==> src/rtl/fsm_coverage_monitor_pkg.sv <==
// FSM coverage monitor: shared monitor states and default widths.
// Imported by the interface, the counter and the top.
package fsm_mon_pkg;

  typedef enum logic [1:0] {
    MON_IDLE  = 2'd0,
    MON_TRACK = 2'd1,
    MON_FAULT = 2'd2
  } mon_state_t;

  localparam int DEF_STATE_W     = 2;
  localparam int DEF_NUM_STATES  = 4;
  localparam int DEF_CNT_W       = 8;
  localparam int DEF_STUCK_LIMIT = 16;

endpackage

==> src/rtl/fsm_coverage_monitor_if.sv <==
// FSM coverage monitor bus: observed-FSM samples in, coverage results out.
// The master drives samples, the slave (monitor) drives results.
interface fsm_coverage_monitor_if
  import fsm_mon_pkg::*;
#(
  parameter int STATE_W    = DEF_STATE_W,
  parameter int NUM_STATES = DEF_NUM_STATES,
  parameter int CNT_W      = DEF_CNT_W
) ();

  logic                             clear;
  logic                             state_valid;
  logic [STATE_W-1:0]               state_in;
  logic [NUM_STATES*NUM_STATES-1:0] legal_mask;

  logic [NUM_STATES-1:0]            visited;
  logic                             all_visited;
  logic                             illegal_flag;
  logic [STATE_W-1:0]               illegal_from;
  logic [STATE_W-1:0]               illegal_to;
  logic [CNT_W-1:0]                 trans_count;
  logic                             stuck_flag;

  modport master (
    output clear, state_valid, state_in, legal_mask,
    input  visited, all_visited, illegal_flag,
    input  illegal_from, illegal_to, trans_count, stuck_flag
  );

  modport slave (
    input  clear, state_valid, state_in, legal_mask,
    output visited, all_visited, illegal_flag,
    output illegal_from, illegal_to, trans_count, stuck_flag
  );

endinterface

==> src/rtl/fsm_coverage_monitor_sat_counter.sv <==
// Saturating up-counter with synchronous clear.
// clr together with en restarts the count at one instead of zero.
module sat_counter #(
  parameter int W = 8
) (
  input  logic         clk,
  input  logic         clr,
  input  logic         en,
  output logic [W-1:0] q
);

  always_ff @(posedge clk) begin
    if (clr) begin
      q <= en ? W'(1) : '0;
    end else if (en && (q != '1)) begin
      q <= q + W'(1);
    end
  end

endmodule

==> src/rtl/fsm_coverage_monitor.sv <==
// FSM coverage monitor: records visited states, legal transition count,
// the first illegal transition and a sticky stuck-state flag.
module fsm_coverage_monitor
  import fsm_mon_pkg::*;
#(
  parameter int STATE_W     = DEF_STATE_W,
  parameter int NUM_STATES  = DEF_NUM_STATES,
  parameter int CNT_W       = DEF_CNT_W,
  parameter int STUCK_LIMIT = DEF_STUCK_LIMIT
) (
  input logic clk,
  input logic rst,
  fsm_coverage_monitor_if.slave mon
);

  localparam int SW = $clog2(STUCK_LIMIT + 1);

  mon_state_t            st;
  logic [STATE_W-1:0]    prev_state;
  logic [NUM_STATES-1:0] visited;
  logic                  all_visited;
  logic                  illegal_flag;
  logic [STATE_W-1:0]    illegal_from;
  logic [STATE_W-1:0]    illegal_to;
  logic                  stuck_flag;
  logic [CNT_W-1:0]      trans_count;
  logic [SW-1:0]         stuck_cnt;

  logic                  wipe;
  logic                  smp;
  logic                  tracking;
  logic                  same;
  logic                  change;
  logic                  legal;
  logic                  stuck_hit;
  logic [NUM_STATES-1:0] hit;

  assign wipe     = rst | mon.clear;
  assign smp      = mon.state_valid & ~wipe;
  assign tracking = (st != MON_IDLE);
  assign same     = tracking && (mon.state_in == prev_state);
  assign change   = tracking && (mon.state_in != prev_state);
  assign legal    = mon.legal_mask[{prev_state, mon.state_in}];
  assign hit      = NUM_STATES'(1) << mon.state_in;

  // The sample that takes the run length to STUCK_LIMIT raises the flag.
  assign stuck_hit = same ? (stuck_cnt == SW'(STUCK_LIMIT - 1))
                          : (STUCK_LIMIT == 1);

  sat_counter #(.W(CNT_W)) u_trans (
    .clk (clk),
    .clr (wipe),
    .en  (smp & change & legal),
    .q   (trans_count)
  );

  // First sample or a state change restarts the run length at one.
  sat_counter #(.W(SW)) u_stuck (
    .clk (clk),
    .clr (wipe | (smp & ~same)),
    .en  (smp),
    .q   (stuck_cnt)
  );

  always_ff @(posedge clk) begin
    if (wipe) begin
      st           <= MON_IDLE;
      prev_state   <= '0;
      visited      <= '0;
      all_visited  <= 1'b0;
      illegal_flag <= 1'b0;
      illegal_from <= '0;
      illegal_to   <= '0;
      stuck_flag   <= 1'b0;
    end else if (mon.state_valid) begin
      prev_state  <= mon.state_in;
      visited     <= visited | hit;
      all_visited <= &(visited | hit);
      if (stuck_hit) stuck_flag <= 1'b1;
      case (st)
        MON_IDLE: st <= MON_TRACK;
        MON_TRACK: begin
          if (change && !legal) begin
            illegal_flag <= 1'b1;
            illegal_from <= prev_state;
            illegal_to   <= mon.state_in;
            st           <= MON_FAULT;
          end
        end
        MON_FAULT: st <= MON_FAULT;
        default:   st <= MON_IDLE;
      endcase
    end
  end

  assign mon.visited      = visited;
  assign mon.all_visited  = all_visited;
  assign mon.illegal_flag = illegal_flag;
  assign mon.illegal_from = illegal_from;
  assign mon.illegal_to   = illegal_to;
  assign mon.trans_count  = trans_count;
  assign mon.stuck_flag   = stuck_flag;

endmodule

==> src/flat_wrapper.sv <==
// flat-port wrapper written by rule: the top's interface ports become plain ports
module fsm_coverage_monitor_flat import fsm_mon_pkg::*;
#(
  parameter int STATE_W     = DEF_STATE_W,
  parameter int NUM_STATES  = DEF_NUM_STATES,
  parameter int CNT_W       = DEF_CNT_W,
  parameter int STUCK_LIMIT = DEF_STUCK_LIMIT
)
  (clk, rst, mon_clear, mon_state_valid, mon_state_in, mon_legal_mask, mon_visited, mon_all_visited, mon_illegal_flag, mon_illegal_from, mon_illegal_to, mon_trans_count, mon_stuck_flag);
  fsm_coverage_monitor_if #(.STATE_W(STATE_W), .NUM_STATES(NUM_STATES), .CNT_W(CNT_W)) mon_i ();
  input logic clk;
  input logic rst;
  input wire logic [$bits(mon_i.clear)-1:0] mon_clear;
  input wire logic [$bits(mon_i.state_valid)-1:0] mon_state_valid;
  input wire logic [$bits(mon_i.state_in)-1:0] mon_state_in;
  input wire logic [$bits(mon_i.legal_mask)-1:0] mon_legal_mask;
  output wire logic [$bits(mon_i.visited)-1:0] mon_visited;
  output wire logic [$bits(mon_i.all_visited)-1:0] mon_all_visited;
  output wire logic [$bits(mon_i.illegal_flag)-1:0] mon_illegal_flag;
  output wire logic [$bits(mon_i.illegal_from)-1:0] mon_illegal_from;
  output wire logic [$bits(mon_i.illegal_to)-1:0] mon_illegal_to;
  output wire logic [$bits(mon_i.trans_count)-1:0] mon_trans_count;
  output wire logic [$bits(mon_i.stuck_flag)-1:0] mon_stuck_flag;
  assign mon_i.clear = mon_clear;
  assign mon_i.state_valid = mon_state_valid;
  assign mon_i.state_in = mon_state_in;
  assign mon_i.legal_mask = mon_legal_mask;
  assign mon_visited = mon_i.visited;
  assign mon_all_visited = mon_i.all_visited;
  assign mon_illegal_flag = mon_i.illegal_flag;
  assign mon_illegal_from = mon_i.illegal_from;
  assign mon_illegal_to = mon_i.illegal_to;
  assign mon_trans_count = mon_i.trans_count;
  assign mon_stuck_flag = mon_i.stuck_flag;
  fsm_coverage_monitor #(.STATE_W(STATE_W), .NUM_STATES(NUM_STATES), .CNT_W(CNT_W), .STUCK_LIMIT(STUCK_LIMIT)) u_core (.clk(clk), .rst(rst), .mon(mon_i));
endmodule
==> config.mk <==
export PLATFORM = sky130hd
export DESIGN_NAME = fsm_coverage_monitor_flat
export DESIGN_NICKNAME = d
export VERILOG_FILES = /design/src/rtl/fsm_coverage_monitor_pkg.sv /design/src/rtl/fsm_coverage_monitor_if.sv /design/src/rtl/fsm_coverage_monitor_sat_counter.sv /design/src/rtl/fsm_coverage_monitor.sv /design/src/flat_wrapper.sv
export SDC_FILE = /design/constraint.sdc
export NUM_CORES = 1
export LEC_CHECK = 0
export ABC_AREA = 1
export CORE_UTILIZATION = 56
export DETAILED_ROUTE_END_ITERATION = 16
export DONT_BUFFER_PORTS = 1
export PLACE_DENSITY_LB_ADDON = 0.05
export SYNTH_ARGS = -nofsm -noshare
export SYNTH_HDL_FRONTEND = slang
export SYNTH_SLANG_ARGS = --single-unit
==> constraint.sdc <==
create_clock -name clk -period 1.8 [get_ports clk]
set_clock_uncertainty 0.2 [all_clocks]
set_input_delay 0.36 -clock clk [delete_from_list [all_inputs] [get_ports clk]]
set_output_delay 0.36 -clock clk [all_outputs]
set_load 0.02 [all_outputs]
==> results.ini <==
[layout]
fin_util = 0.746
antennaDiodeCount = 0
fin_cells = 260
final_area_sq_um = 1900
drive_above_1_share = 0.235
nets = 260
area_delta_synth_final_pct = 22.8
fill_cells = 191

[sta]
rsz0062_at_grt = true
hold_viol_final = 0
final_max_slew_viol_count = 0
maxSlewHeadroom = 0.808
timing.fmax_mhz = 566
setup_ws_ps = 34.5
tightest_slew_ps = 286
fin_tns_setup_ps = 0
fin_crit_ps = 1770
setup_violations = 0
timing.final.crit_share = 0.981

[global_routing]
grt_pass1_vias = 1322
overflow = 0
grt_pass1_wl_mm = 5.26
grt_max_degree = 18
grt_antenna_before_repair = 0
global_route.usage.total = 0.246

[detailed_routing]
vias_per_cell = 5.23
avgRoutedWirePerCell_um = 12.9
first_pass_iters = 4
drt_first_iter_violations = 32
finalWirelength_mm = 3.35
vias = 1360
drc = 0
drtAntennaViolNets = 0

[clock_network]
cts_root_buf = clkbuf_4
cts.sinks = 28
h-tree-depth = 1
cts_buffers = 3
tritoncts = built
clk_path_buf_depth = 2
clkSlewWorstSetupHoldPaths_ps = 140
insertion_delay_ps = 320

[setup_path]
crit_required_ps = 1660
critPathCaptureType = flop
start_kind = flop
arrival_ps = 1630
path_max_fanout = 5
critPathKind = flop to flop

[floorplan]
die_y_um = 54.6
initial_core_util = 0.608
ioPinCount = 41
core_area_sq_um = 2540
die-area_sq_um = 2980
fp-row-count = 18
dieWidth_um = 54.6

[power]
combPwrFrac = 0.184
irDropWorstVdd_mv = 0.612
swShare = 0.268
p_seq_frac = 0.576
p_clk_frac = 0.239
p_int_mw = 0.916
power.density_nw_per_um2 = 659
switching_power_mw = 0.336
power.leakage_nw = 0.835

[placed_design]
dp_hpwl_mm = 2.32
gp_congestion = 0.729
placed_cell_area_sq_um = 1670
io_buffers = 0
pre_cts_slack_ps = -43.0
dpl.cell_count = 243

[yosys]
syn_nets = 230
yosys_warnings = 0
yosysUniqueCellTypes = 26
synth_seq_cells = 28
seq_area_frac_synth = 0.447
syn_avg_cell_area_sq_um = 7.69
synth_cells = 201
syn_area_sq_um = 1550

[flow_run]
cap_violations = 0

[run_status]
status = completed

[worst_hold_path]
hp-class = primary input to flop

## cell usage in the layout, fill, tap and decap left out, types with 2 or more instances in the layout
master	instances
a21oi_1	14
buf_4	24
clkbuf_4	3
dfxtp_1	13
dlygate4sd3_1	4
edfxtp_1	13
ha_1	4
ha_4	2
inv_1	22
nand2_1	51
nand2_2	2
nand2_4	2
nand3_1	9
nand3_2	2
nor2_1	30
nor2_2	6
nor2_4	2
o211ai_1	3
o21ai_0	7
## what timing repair did
item | in CTS | in global routing
pin swaps | 1 | 5
hold buffers | 3 | 1
endpoints found under the setup margin | 13 | 18
gates resized for setup | 2 | 19
setup buffers | 3 | 6
endpoints found under the hold margin | 8 | 1
## Yosys cell counts
master / instances / area share
edfxtp_1: 13 / 0.25
nand4_1: 1 / 0.0040
clkinv_1: 1 / 0.0024
nor2_4: 1 / 0.0073
o21ai_0: 8 / 0.026
nor2_1: 35 / 0.085
nor2_2: 2 / 0.0081
nand4_4: 1 / 0.014
o211ai_1: 3 / 0.015
nand3_1: 11 / 0.036
nand2_1: 54 / 0.13
dfxtp_1: 15 / 0.19
clkbuf_1: 1 / 0.0024
nand2_2: 1 / 0.0040
inv_1: 22 / 0.053
nor3_1: 1 / 0.0032
or2_2: 1 / 0.0040
nand3_2: 1 / 0.0065
buf_6: 3 / 0.022
nand4_2: 1 / 0.0081
inv_2: 1 / 0.0024
ha_1: 7 / 0.057
xor2_1: 1 / 0.0057
a31oi_1: 1 / 0.0040
nor3b_2: 1 / 0.0081
a21oi_1: 14 / 0.045
## cells by family (layout without fill, tap and decap cells)
logic type / after synthesis / in the layout / share of synthesized area
AO/OA/AOI/OAI: 26 / 26 / 0.0898
XOR/XNOR: 1 / 1 / 0.00566
adder cells (fa/ha/maj): 7 / 7 / 0.0566
buffers and inverters: 28 / 57 / 0.0825
flip-flops: 28 / 28 / 0.447
AND/OR/NAND/NOR: 111 / 111 / 0.319
## worst max-delay path, stage by stage, from the launching register on
cell	delay, ps
edfxtp_1	470
ha_4	210
nand2_4	70
nor2_4	40
ha_4	150
o211ai_1	180
buf_4	180
## power groups by stage
| stage | Combinational (mW) | Clock (mW) | Sequential [mW] |
|---|---|---|---|
| 2_1_floorplan | 0.124 | 0 | 0.751 |
| 3_3_place_gp | 0.183 | 0 | 0.731 |
| 3_5_place_dp | 0.190 | 0 | 0.733 |
| 4_1_cts | 0.208 | 0.308 | 0.718 |
| 5_1_grt | 0.257 | 0.330 | 0.726 |
| 6_report | 0.231 | 0.300 | 0.722 |
## flip-flops by register name, indices dropped and copies added, names as in the netlist
register                 cells
u_core.mon.illegal_to        2
u_core.u_trans.q             8
u_core.mon.visited           4
u_core.mon.illegal_flag      1
u_core.prev_state            2
u_core.mon.stuck_flag        1
u_core.st                    2
u_core.mon.illegal_from      2
u_core.u_stuck.q             5
u_core.mon.all_visited       1
## layer usage
| layer | wire length [um] | vias up | track usage |
|---|---|---|---|
| met5 | 0 | - | 0 |
| met4 | 17 | 0 | 0.0769 |
| met2 | 1650 | 35 | 0.425 |
| met3 | 135 | 2 | 0.0389 |
| li1 | - | 707 | - |
| met1 | 1550 | 616 | 0.311 |
## final timing paths
kind | startpoint | endpoint | slack (ps) | depth (start not counted)
setup / recovery | u_core.u_stuck.q[1] | u_core.u_stuck.q[3] | 30 | 6
hold / removal | mon_state_valid | u_core.mon.visited[2] | 3 | 2
setup reg to reg | u_core.u_stuck.q[1] | u_core.u_stuck.q[3] | 30 | 6
hold reg to reg | u_core.prev_state[1] | u_core.mon.illegal_from[1] | 340 | 2
## area by class of cell
class	instances	area, sq um	share of cell area
multi-input combinational	145	808	0.426
sequential	28	696	0.366
timing repair buffer	29	231	0.122
inverter	24	90.1	0.0474
tap	30	37.5	0.0198
clock buffer	4	36.3	0.0191
## stage by stage
stage | hold WS [ps] | power (mW)
detailed placement | 264 | 0.923
CTS | 0.132 | 1.23
global route | 15.4 | 1.31
global placement | 258 | 0.913
finish | 2.76 | 1.25
floorplan | 300 | 0.874
(Power assumes the default switching activity.)
==> RTL change: new RTL, config.mk and constraints unchanged <==
The package constant `DEF_CNT_W` goes from 8 to 12.
--- a/src/rtl/fsm_coverage_monitor_pkg.sv
+++ b/src/rtl/fsm_coverage_monitor_pkg.sv
@@ -10,7 +10,7 @@
 
   localparam int DEF_STATE_W     = 2;
   localparam int DEF_NUM_STATES  = 4;
-  localparam int DEF_CNT_W       = 8;
+  localparam int DEF_CNT_W       = 12;
   localparam int DEF_STUCK_LIMIT = 16;
 
 endpackage
Ports: changed (resized mon_trans_count); port bits go from 41 to 45. The function was not compared with the original's and may differ.
==> RTL change against the original RTL <==
  * The run now ends with negative setup slack left
  * Clock power grew 32%
  * Sequential cell count grew 4
  * Design area grew 17%
  * Setup slack lost 130 ps
  * Total power grew 20%
  * Wire length grew 28%
  * Area after synthesis grew 17%
  * Utilization shrank 1.8 points
  * Largest power group unchanged
==> RTL change: results (changes against the original RTL) <==
** Layout
- The fraction of final layout cells with drive strength greater than 1 is 25.6% (was 23.5%).
- Number of nets in the layout :: 290 (was 260)
- Largest regs :: u_core.u_trans.q: 12 flops, u_core.u_stuck.q: 5 flops, u_core.mon.visited: 4 flops (was u_core.u_trans.q: 8 flops, u_core.u_stuck.q: 5 flops, u_core.mon.visited: 4 flops)

** Yosys
- Leading post-synthesis cells by instance count :: 55 x nand2_1, 31 x inv_1, 24 x nor2_1 (was 54 x nand2_1, 35 x nor2_1, 22 x inv_1)
- The number of distinct library cell variants in the gate-level netlist after synthesis is 32 (was 26).
- The number of flops mapped to enable cells by yosys is 17 (was 13).
- The sequential element share of the synthesized area was 44.7% (about the same).
- The synthesized-area fraction occupied by ao, oa, aoi and oai cells came to 7.66% (was 8.98%).
- The commonest register cell after synthesis was edfxtp_1 (was dfxtp_1).

** Run status
- Run status: finished, violations left (was complete, no violations).
- The checks that failed: negative setup slack.

** Detailed routing
- The met1 wire length came to 1790 um (was 1550 um).
- Routed met2 length :: 2210 um (was 1650 um)
- DRT iter0 DRCs :: 78 (was 32)
- DR WL met3 :: 210 um (was 135 um)

** Setup path
- The top fanout value on the critical path is 6 (was 5).
- The arrival time of the worst setup path came to 1780 ps (was 1630 ps).

** STA
- Post-route worst setup slack :: -91.4 ps (was 34.5 ps)
- TNS Setup :: -1130 ps (was 0 ps)
- The final setup violation count is 15 (was 0).
- The tightest hold margin came to 24.0 ps (was 2.76 ps).
- Worst relative slew slack :: 68.0% (was 80.8%)

** Place
- Global placement routability congestion :: 0.873 (was 0.729)
- Total half-perimeter wirelength after legalization and detailed placement :: 2940 um (was 2320 um)

** Clock network
- The number of levels in the clock H-tree came to 2 (was 1).

** GRT
- The number of global-route vias before repair was 1,475 (was 1,322).

** Power and ir drop
- Leakage power summed over all cells :: 0.951 nW (was 0.835 nW)
## RTL change: path summary, 6_finish.rpt
check                  startpoint              endpoint  cells after the start
max reg2reg   u_core.u_trans.q[0]  u_core.u_trans.q[10]                      8
min reg2reg  u_core.prev_state[0]  u_core.prev_state[0]                      2
min               mon_state_valid  u_core.prev_state[1]                      2
max           u_core.u_trans.q[0]  u_core.u_trans.q[10]                      8
## RTL change: worst register-to-register path, stage by stage, from the launching register on
cell and delay, ps:
edfxtp_1 390, ha_2 190, nand2_1 60, inv_1 70, nand4_1 130, nor3_2 220, nand3_1 130, nand3_2 150
nand2_4 100
## RTL change: stage by stage
step | utilization (%) | total power [W] | std cells | cell area, sq um | setup slack [ps]
floorplan | - | 0.00102 | 224 | 1830 | -108
global placement | 66.7 | 0.00107 | 288 | 2040 | 52.0
detailed placement | 66.7 | 0.00109 | 288 | 2040 | -30.4
CTS | 69.5 | 0.00148 | 300 | 2120 | -55.3
global route | 72.8 | 0.00156 | 306 | 2220 | -161
finish | 72.8 | 0.00150 | 306 | 2220 | -91.4
## RTL change: layout make-up
class	count	area [sq um]	area share, %
Inverter	32	123	5.52
Tap cell	44	55.1	2.48
Multi-Input combinational cell	156	912	41.0
Sequential cell	32	811	36.5
Clock buffer	8	48.8	2.20
Timing Repair Buffer	34	273	12.3
## RTL change: cell families (layout without fill, tap and decap cells)
| family | count (synthesis) | in the layout |
|---|---|---|
| buffers and inverters | 37 | 74 |
| AO/OA/AOI/OAI | 25 | 25 |
| XOR/XNOR | 2 | 2 |
| adder cells (fa/ha/maj) | 7 | 7 |
| flip-flops | 32 | 32 |
| AND/OR/NAND/NOR | 121 | 122 |
## RTL change: where the power goes
group,internal (W),leakage [nW],switching (W)
Clock,0.000156,0.0265,0.000241
Sequential,0.000805,0.313,0.0000305
Combinational,0.000107,0.612,0.000160
## RTL change: per-layer routing
metal / vias to the layer above / GRT usage [%]
met5: - / 0
met4: 0 / 9.86
met3: 7 / 7.25
met2: 42 / 42.7
met1: 775 / 29.0
li1: 805 / -
## RTL change: repair_timing
| item | in CTS | in global routing |
|---|---|---|
| cloned | 0 | 1 |
| endpoints found under the hold margin | 5 | 1 |
| hold buffers | 3 | 1 |
| endpoints found under the setup margin | 18 | 21 |
| resized for setup | 0 | 14 |
| pin swaps | 0 | 5 |
| setup buffers | 1 | 4 |
